$ cat src/rtl/alu_arbiter.sv
// Two-requester arbiter sharing one external ALU through an IDLE/EXEC/RESP FSM.
// Define ALU_ARB_RR_EN for round-robin grant; otherwise requester 0 has fixed priority.
module alu_arbiter #(
    parameter int WIDTH = 32
) (
    input  logic                  clk,
    input  logic                  reset,
    input  logic [1:0]            req_valid,
    output logic [1:0]            req_ready,
    input  logic [1:0][WIDTH-1:0] req_a,
    input  logic [1:0][WIDTH-1:0] req_b,
    input  logic [1:0][2:0]       req_cont,
    output logic [1:0]            rsp_valid,
    input  logic [1:0]            rsp_ready,
    output logic [WIDTH-1:0]      rsp_result,
    output logic                  rsp_zero,
    output logic                  rsp_err,
    output logic [WIDTH-1:0]      alu_a,
    output logic [WIDTH-1:0]      alu_b,
    output logic [2:0]            alu_cont,
    output logic                  alu_reset,
    input  logic [WIDTH-1:0]      alu_result,
    input  logic                  alu_zero
);

    typedef enum logic [1:0] {
        IDLE,
        EXEC,
        RESP
    } state_t;

    state_t           state;
    logic [WIDTH-1:0] a_q;
    logic [WIDTH-1:0] b_q;
    logic [2:0]       cont_q;
    logic             gnt_q;
    logic             grant;
    logic             cont_ok;

`ifdef ALU_ARB_RR_EN
    logic last_grant;

    // Round-robin: on contention the requester not served last wins
    always_comb begin
        grant = ~req_valid[0];
        if (&req_valid) begin
            grant = ~last_grant;
        end
    end

    // Remember the most recent grant; requester 0 wins first after reset
    always_ff @(posedge clk) begin
        if (!reset) begin
            last_grant <= 1'b1;
        end else if (state == IDLE && |req_valid) begin
            last_grant <= grant;
        end
    end
`else
    // Fixed priority: requester 0 wins whenever it is valid
    always_comb begin
        grant = ~req_valid[0];
    end
`endif

    // Accept only in IDLE and never while reset is asserted
    always_comb begin
        req_ready = 2'b00;
        if (reset && state == IDLE && |req_valid) begin
            req_ready = grant ? 2'b10 : 2'b01;
        end
    end

    // Codes the shared ALU actually implements
    always_comb begin
        case (cont_q)
            3'b010, 3'b110, 3'b000, 3'b001, 3'b111: cont_ok = 1'b1;
            default:                                cont_ok = 1'b0;
        endcase
    end

    assign alu_a     = a_q;
    assign alu_b     = b_q;
    assign alu_cont  = cont_q;
    assign alu_reset = ~reset;

    // Transaction sequencer with registered operands and response outputs
    always_ff @(posedge clk) begin
        if (!reset) begin
            state      <= IDLE;
            a_q        <= '0;
            b_q        <= '0;
            cont_q     <= 3'b010;
            gnt_q      <= 1'b0;
            rsp_valid  <= 2'b00;
            rsp_result <= '0;
            rsp_zero   <= 1'b0;
            rsp_err    <= 1'b0;
        end else begin
            case (state)
                IDLE: begin
                    if (|req_valid) begin
                        a_q    <= req_a[grant];
                        b_q    <= req_b[grant];
                        cont_q <= req_cont[grant];
                        gnt_q  <= grant;
                        state  <= EXEC;
                    end
                end
                EXEC: begin
                    if (cont_ok) begin
                        rsp_result <= alu_result;
                        rsp_zero   <= alu_zero;
                        rsp_err    <= 1'b0;
                    end else begin
                        rsp_result <= '0;
                        rsp_zero   <= 1'b1;
                        rsp_err    <= 1'b1;
                    end
                    rsp_valid <= {gnt_q, ~gnt_q};
                    state     <= RESP;
                end
                RESP: begin
                    if (rsp_ready[gnt_q]) begin
                        rsp_valid <= 2'b00;
                        state     <= IDLE;
                    end
                end
                default: begin
                    state <= IDLE;
                end
            endcase
        end
    end

endmodule
$ cat config.mk
export PLATFORM = sky130hd
export DESIGN_NAME = alu_arbiter
export DESIGN_NICKNAME = d
export VERILOG_FILES = /design/src/rtl/alu_arbiter.sv
export SDC_FILE = /design/constraint.sdc
export NUM_CORES = 1
export LEC_CHECK = 0
export CORE_UTILIZATION = 25
export DETAILED_ROUTE_END_ITERATION = 16
export PLACE_DENSITY_LB_ADDON = 0.12
export SYNTH_ARGS = -nofsm -noshare
export SYNTH_HDL_FRONTEND = slang
export SYNTH_SLANG_ARGS = --single-unit
$ cat constraint.sdc
create_clock -name clk -period 3.9 [get_ports clk]
set_input_delay 0.39 -clock clk [delete_from_list [all_inputs] [get_ports clk]]
set_output_delay 0.39 -clock clk [all_outputs]
set_load 0.02 [all_outputs]
=== Word level (Yosys, flattened, before mapping) ===
Cells that the tools add are included.

* $lt $le $gt $ge: 2
* Multiplexer cells: 18
* Equality and inequality tests: 8
* Bitwise operators: 3
* Reduce and logical (&&, ||, !) cells: 10

{| class="wikitable"
|+ Operators with widths
! cell !! number
|-
| 32-bit 2-to-1 mux || 5
|-
| 2-bit 2-to-1 mux || 4
|-
| 3-bit equality test, second input constant || 2
|-
| 3-bit 2-to-1 mux || 2
|-
| 2-bit one-hot mux with 3 select lines || 1
|-
| 2-bit AND reduction || 3
|-
| 1-bit 2-to-1 mux || 5
|-
| 5-bit OR reduction || 1
|-
| 1-bit by 2-bit < comparator with 1-bit output, second input constant || 2
|-
| 2-bit one-hot mux with 2 select lines || 1
|-
| 3-bit by 1-bit equality test with 1-bit output, second input constant || 1
|-
| 3-bit by 2-bit equality test with 1-bit output, second input constant || 1
|-
| 3-bit logical NOT || 1
|-
| 1-bit inverter || 3
|-
| 2-bit by 1-bit equality test with 1-bit output, second input constant || 1
|-
| 2-bit equality test, second input constant || 1
|-
| 1-bit logical AND || 2
|-
| 2-bit logical NOT || 1
|-
| 2-bit by 1-bit != test with 1-bit output, second input constant || 1
|-
| 2-bit != test, second input constant || 1
|-
| 2-bit nonzero test || 1
|-
| 2-bit OR reduction || 1
|}

* Output and inout bits: 106
* Logic and storage cells: 50
* Register bits: 106

=== Longest topological paths before layout ===
* Word-level depth: 4
* Depth in mapped cells: 8
* Gate-level depth less buffers: 3

=== Worst setup path before layout ===
Ideal clock, no wire load.

* Path kind: reg2out
* Start: register state[0]
* End: output port req_ready[1]
* Cell stages (with the launch flop): 5
* Path slack: 2.083 ns
* Buffers on the path: 1
* Data arrival time: 1.427 ns
* Cell sequence: dfxtp_1 > nor2_1 > clkbuf_1 > and3_1 > nor2b_1

* Longest elaborated chain between the ends: 4

{| class="wikitable"
|+ Ends and longest elaborated chain
! element !! RTL line !! source
|-
| start, declared || 32 || <nowiki>state_t state;</nowiki>
|-
| start signal, assigned || 90 || <nowiki>state <= IDLE;</nowiki>
|-
| start signal, assigned || 107 || <nowiki>state <= EXEC;</nowiki>
|-
| start signal, assigned || 121 || <nowiki>state <= RESP;</nowiki>
|-
| 2-bit logical NOT || 69 || <nowiki>if (reset && state == IDLE && |req_valid) begin</nowiki>
|-
| 1-bit logical AND (2 in a row) || 69 ||
|-
| 2-bit 2-to-1 mux || 69 ||
|-
| end, declared || 9 || <nowiki>output logic [1:0] req_ready,</nowiki>
|}

No other way between the ends.

=== Worst setup path after layout ===
* Start: input port reset
* End: output port req_ready[1]

* Longest elaborated chain between the ends: 3

{| class="wikitable"
|+ Ends and longest elaborated chain
! element !! RTL line !! source
|-
| start, declared || 7 || <nowiki>input logic reset,</nowiki>
|-
| 1-bit logical AND (2 in a row) || 69 ||
|-
| 2-bit 2-to-1 mux || 69 ||
|}

No other way between the ends.

==> impl_metrics.py <==
metrics = {
    "min_path": {
        "hp-class": "register to register",
    },
    "clock_tree": {
        "cts_tree": "built",
        "path_clk_slew_ns": 0.07,
        "clockBufferDepth": 2,
        "cts.sinks": 106,
        "clock_latency_ns": 0.34,
        "root_buffer": "clkbuf_16",
        "htreeDepth": 3,
        "cts-buffers-inserted": 9,
        "holdBufCountCts": 0,
        "cts_setup_buffers": 0,
        "ctsResizeCount": 0,
    },
    "global_route": {
        "grt.overflow.total": 0,
        "grt_pass1_vias": 4126,
        "grt_max_degree": 69,
        "antenna_found_initial": 0,
        "grt_pass1_wl_mm": 22.1,
        "grt_usage": 0.158,
    },
    "sta": {
        "rsz0062_at_grt": "no",
        "fin_crit_sh": 0.636,
        "clock_skew_ns": 0.00830,
        "fin_setup_tns_ns": 0,
        "fmax_mhz": 403,
        "tightest_slew_ns": 0.848,
        "final-setup-viol-count": 0,
        "slew_viol_final": 0,
        "slew_headroom": 0.430,
        "min_period_ns": 2.48,
        "hold_viol": 0,
    },
    "route": {
        "wl_per_cell_um": 16.4,
        "drc": 0,
        "ant_nets": 0,
        "viasPerCell": 4.66,
        "drt-initial-drc-count": 135,
        "drt_wl_total_mm": 14.6,
        "firstDrtPassIters": 4,
        "vias": 4164,
    },
    "floorplan": {
        "core.rowCount": 48,
        "die_w_um": 135,
        "fp.dieArea_um2": 18200,
        "start_util": 0.256,
        "core_um2": 17200,
        "die_y_um": 135,
        "num_io_pins": 279,
    },
    "pwr": {
        "power_frac_clock": 0.295,
        "p_seq_frac": 0.406,
        "ir_worst_vdd_v": 0.000232,
        "p_leak_nw": 2.91,
        "switchingPower_w": 0.000918,
        "swShare": 0.294,
        "pwr-share-comb": 0.299,
        "power_density_nw_per_um2": 408,
        "power.internal_w": 0.00220,
    },
    "setup_path": {
        "path_cells": "clkdlybuf4s50_1 > and3_1 > nor2b_1 > clkdlybuf4s50_1",
        "r2r_slack_ns": 1.87,
        "arrival_ns": 2.09,
        "path_buf_inv": 2,
        "crit_path_max_incr_delay_ns": 0.67,
        "worstPathRequired_ns": 3.51,
        "slowest_stage": "clkdlybuf4s50_1",
        "worstSetupStartpointType": "input port",
        "path_max_fanout": 8,
        "crit_top_cell": "clkdlybuf4s50_1",
        "cp_top_family": "buffers and inverters",
        "worstSetupPathType": "input port to primary output",
        "end_kind": "primary output",
    },
    "synth": {
        "ys_ff_latch": 106,
        "yosysSeqAreaShare": 0.481,
        "netlist_area_um2": 4410,
        "syn_nets": 586,
        "synth_area_per_cell_um2": 10.7,
        "yosys.area.top_type": "dfxtp_1",
        "yosysWarnings": 0,
        "synth.area.top_cells": "dfxtp_1 (48%), mux2i_1 (15%), a211oi_1 (8.3%)",
        "synth_top_cell_area_share": 0.481,
        "synthCells": 413,
        "synthFlopType": "dfxtp_1",
        "async_flop_share": 0,
        "synth-edff-count": 0,
        "yosys.cell_types.count": 30,
    },
    "finish": {
        "areaGrowthSynthToFinish_pct": 73.4,
        "layout.nets": 837,
        "diodes": 0,
        "final_common_cell": "clkdlybuf4s50_1",
        "fin_area_um2": 7650,
        "layout-drive-gt1-share": 0.0762,
        "layout_common_cells": "clkdlybuf4s50_1 (277), dfxtp_1 (106), a21oi_1 (69)",
    },
    "run_status": {
        "status": "finished, final reports clean",
    },
    "placement": {
        "io_buffer_count": 278,
        "place_hpwl_mm": 10.5,
        "place_congestion": 0.778,
        "post_dp_cell_area_um2": 7340,
    },
    "run": {
        "drv_cap": 0,
    },
}
[path summary, 6_finish.rpt]
kind / from / to / depth (start not counted)
setup / recovery: reset / req_ready[1] / 4
hold / removal: rsp_result[9] / rsp_result[9] / 1
setup reg to reg: state[0] / alu_a[4] / 4
hold reg to reg: rsp_result[9] / rsp_result[9] / 1
[flip-flops by register name, summed over array words and instances, names as in the netlist]
register / flops
alu_a: 32
alu_b: 32
rsp_result: 32
alu_cont: 3
rsp_valid: 2
state: 2
gnt_q: 1
rsp_err: 1
rsp_zero: 1
[area by class of cell]
| cell class | count | area [um2] |
|---|---|---|
| timing repair buffer | 285 | 2850 |
| inverter | 3 | 11.3 |
| tap | 225 | 282 |
| sequential | 106 | 2120 |
| fill | 1621 | 9590 |
| clock inverter | 6 | 65.1 |
| multi-input combinational | 259 | 2080 |
| clock buffer | 10 | 239 |
[metal layers]
metal / vias to the layer above / global-route usage / wire length (um)
met5: - / 0 / 0
met4: 0 / 0.0449 / 127
met3: 8 / 0.0608 / 1370
met2: 179 / 0.277 / 7160
met1: 1901 / 0.177 / 5990
li1: 2076 / - / -
[per-stage QoR]
step	worst slack (ns)	power, W	hold WS, ns	instances	utilization
floorplan	2.08	0.00175	0.476	413	-
CTS	1.39	0.00318	0.485	894	0.444
finish	1.42	0.00312	0.480	894	0.444
detailed placement	1.14	0.00224	0.464	878	0.426
global route	1.29	0.00329	0.496	894	0.444
global placement	1.31	0.00222	0.460	878	0.426
[worst register-to-register path, delay by kind of cell, from the launching register on]
family	cells	cell delay (ns)
compound gates	1	0.16
buf+inv	1	0.33
flops	1	0.37
simple gates	2	1.02
[Yosys cell counts (all sizes together), types with 2 or more instances]
cell type / count
o21ai: 2
nor2b: 3
a22o: 32
nor2: 2
mux2i: 67
dfxtp: 106
a211oi: 68
and3: 2
a21oi: 69
buf: 21
clkbuf: 24
nor3: 2
inv: 3
[power groups by stage]
stage	clock network, W	logic, W	registers [W]
floorplan	0	0.000322	0.00142
global placement	0	0.000936	0.00129
detailed placement	0	0.000946	0.00129
CTS	0.000965	0.000948	0.00127
global route	0.00101	0.000999	0.00128
finish	0.000922	0.000932	0.00127
[cells by family (layout without fill, tap and decap cells)]
group / after synthesis / after routing / share of synthesized area
compound gates: 174 / 174 / 0.289
flops: 106 / 106 / 0.481
mux: 68 / 68 / 0.155
buf+inv: 48 / 304 / 0.0511
simple gates: 17 / 17 / 0.0244
Power figures use the tool's default switching activity.
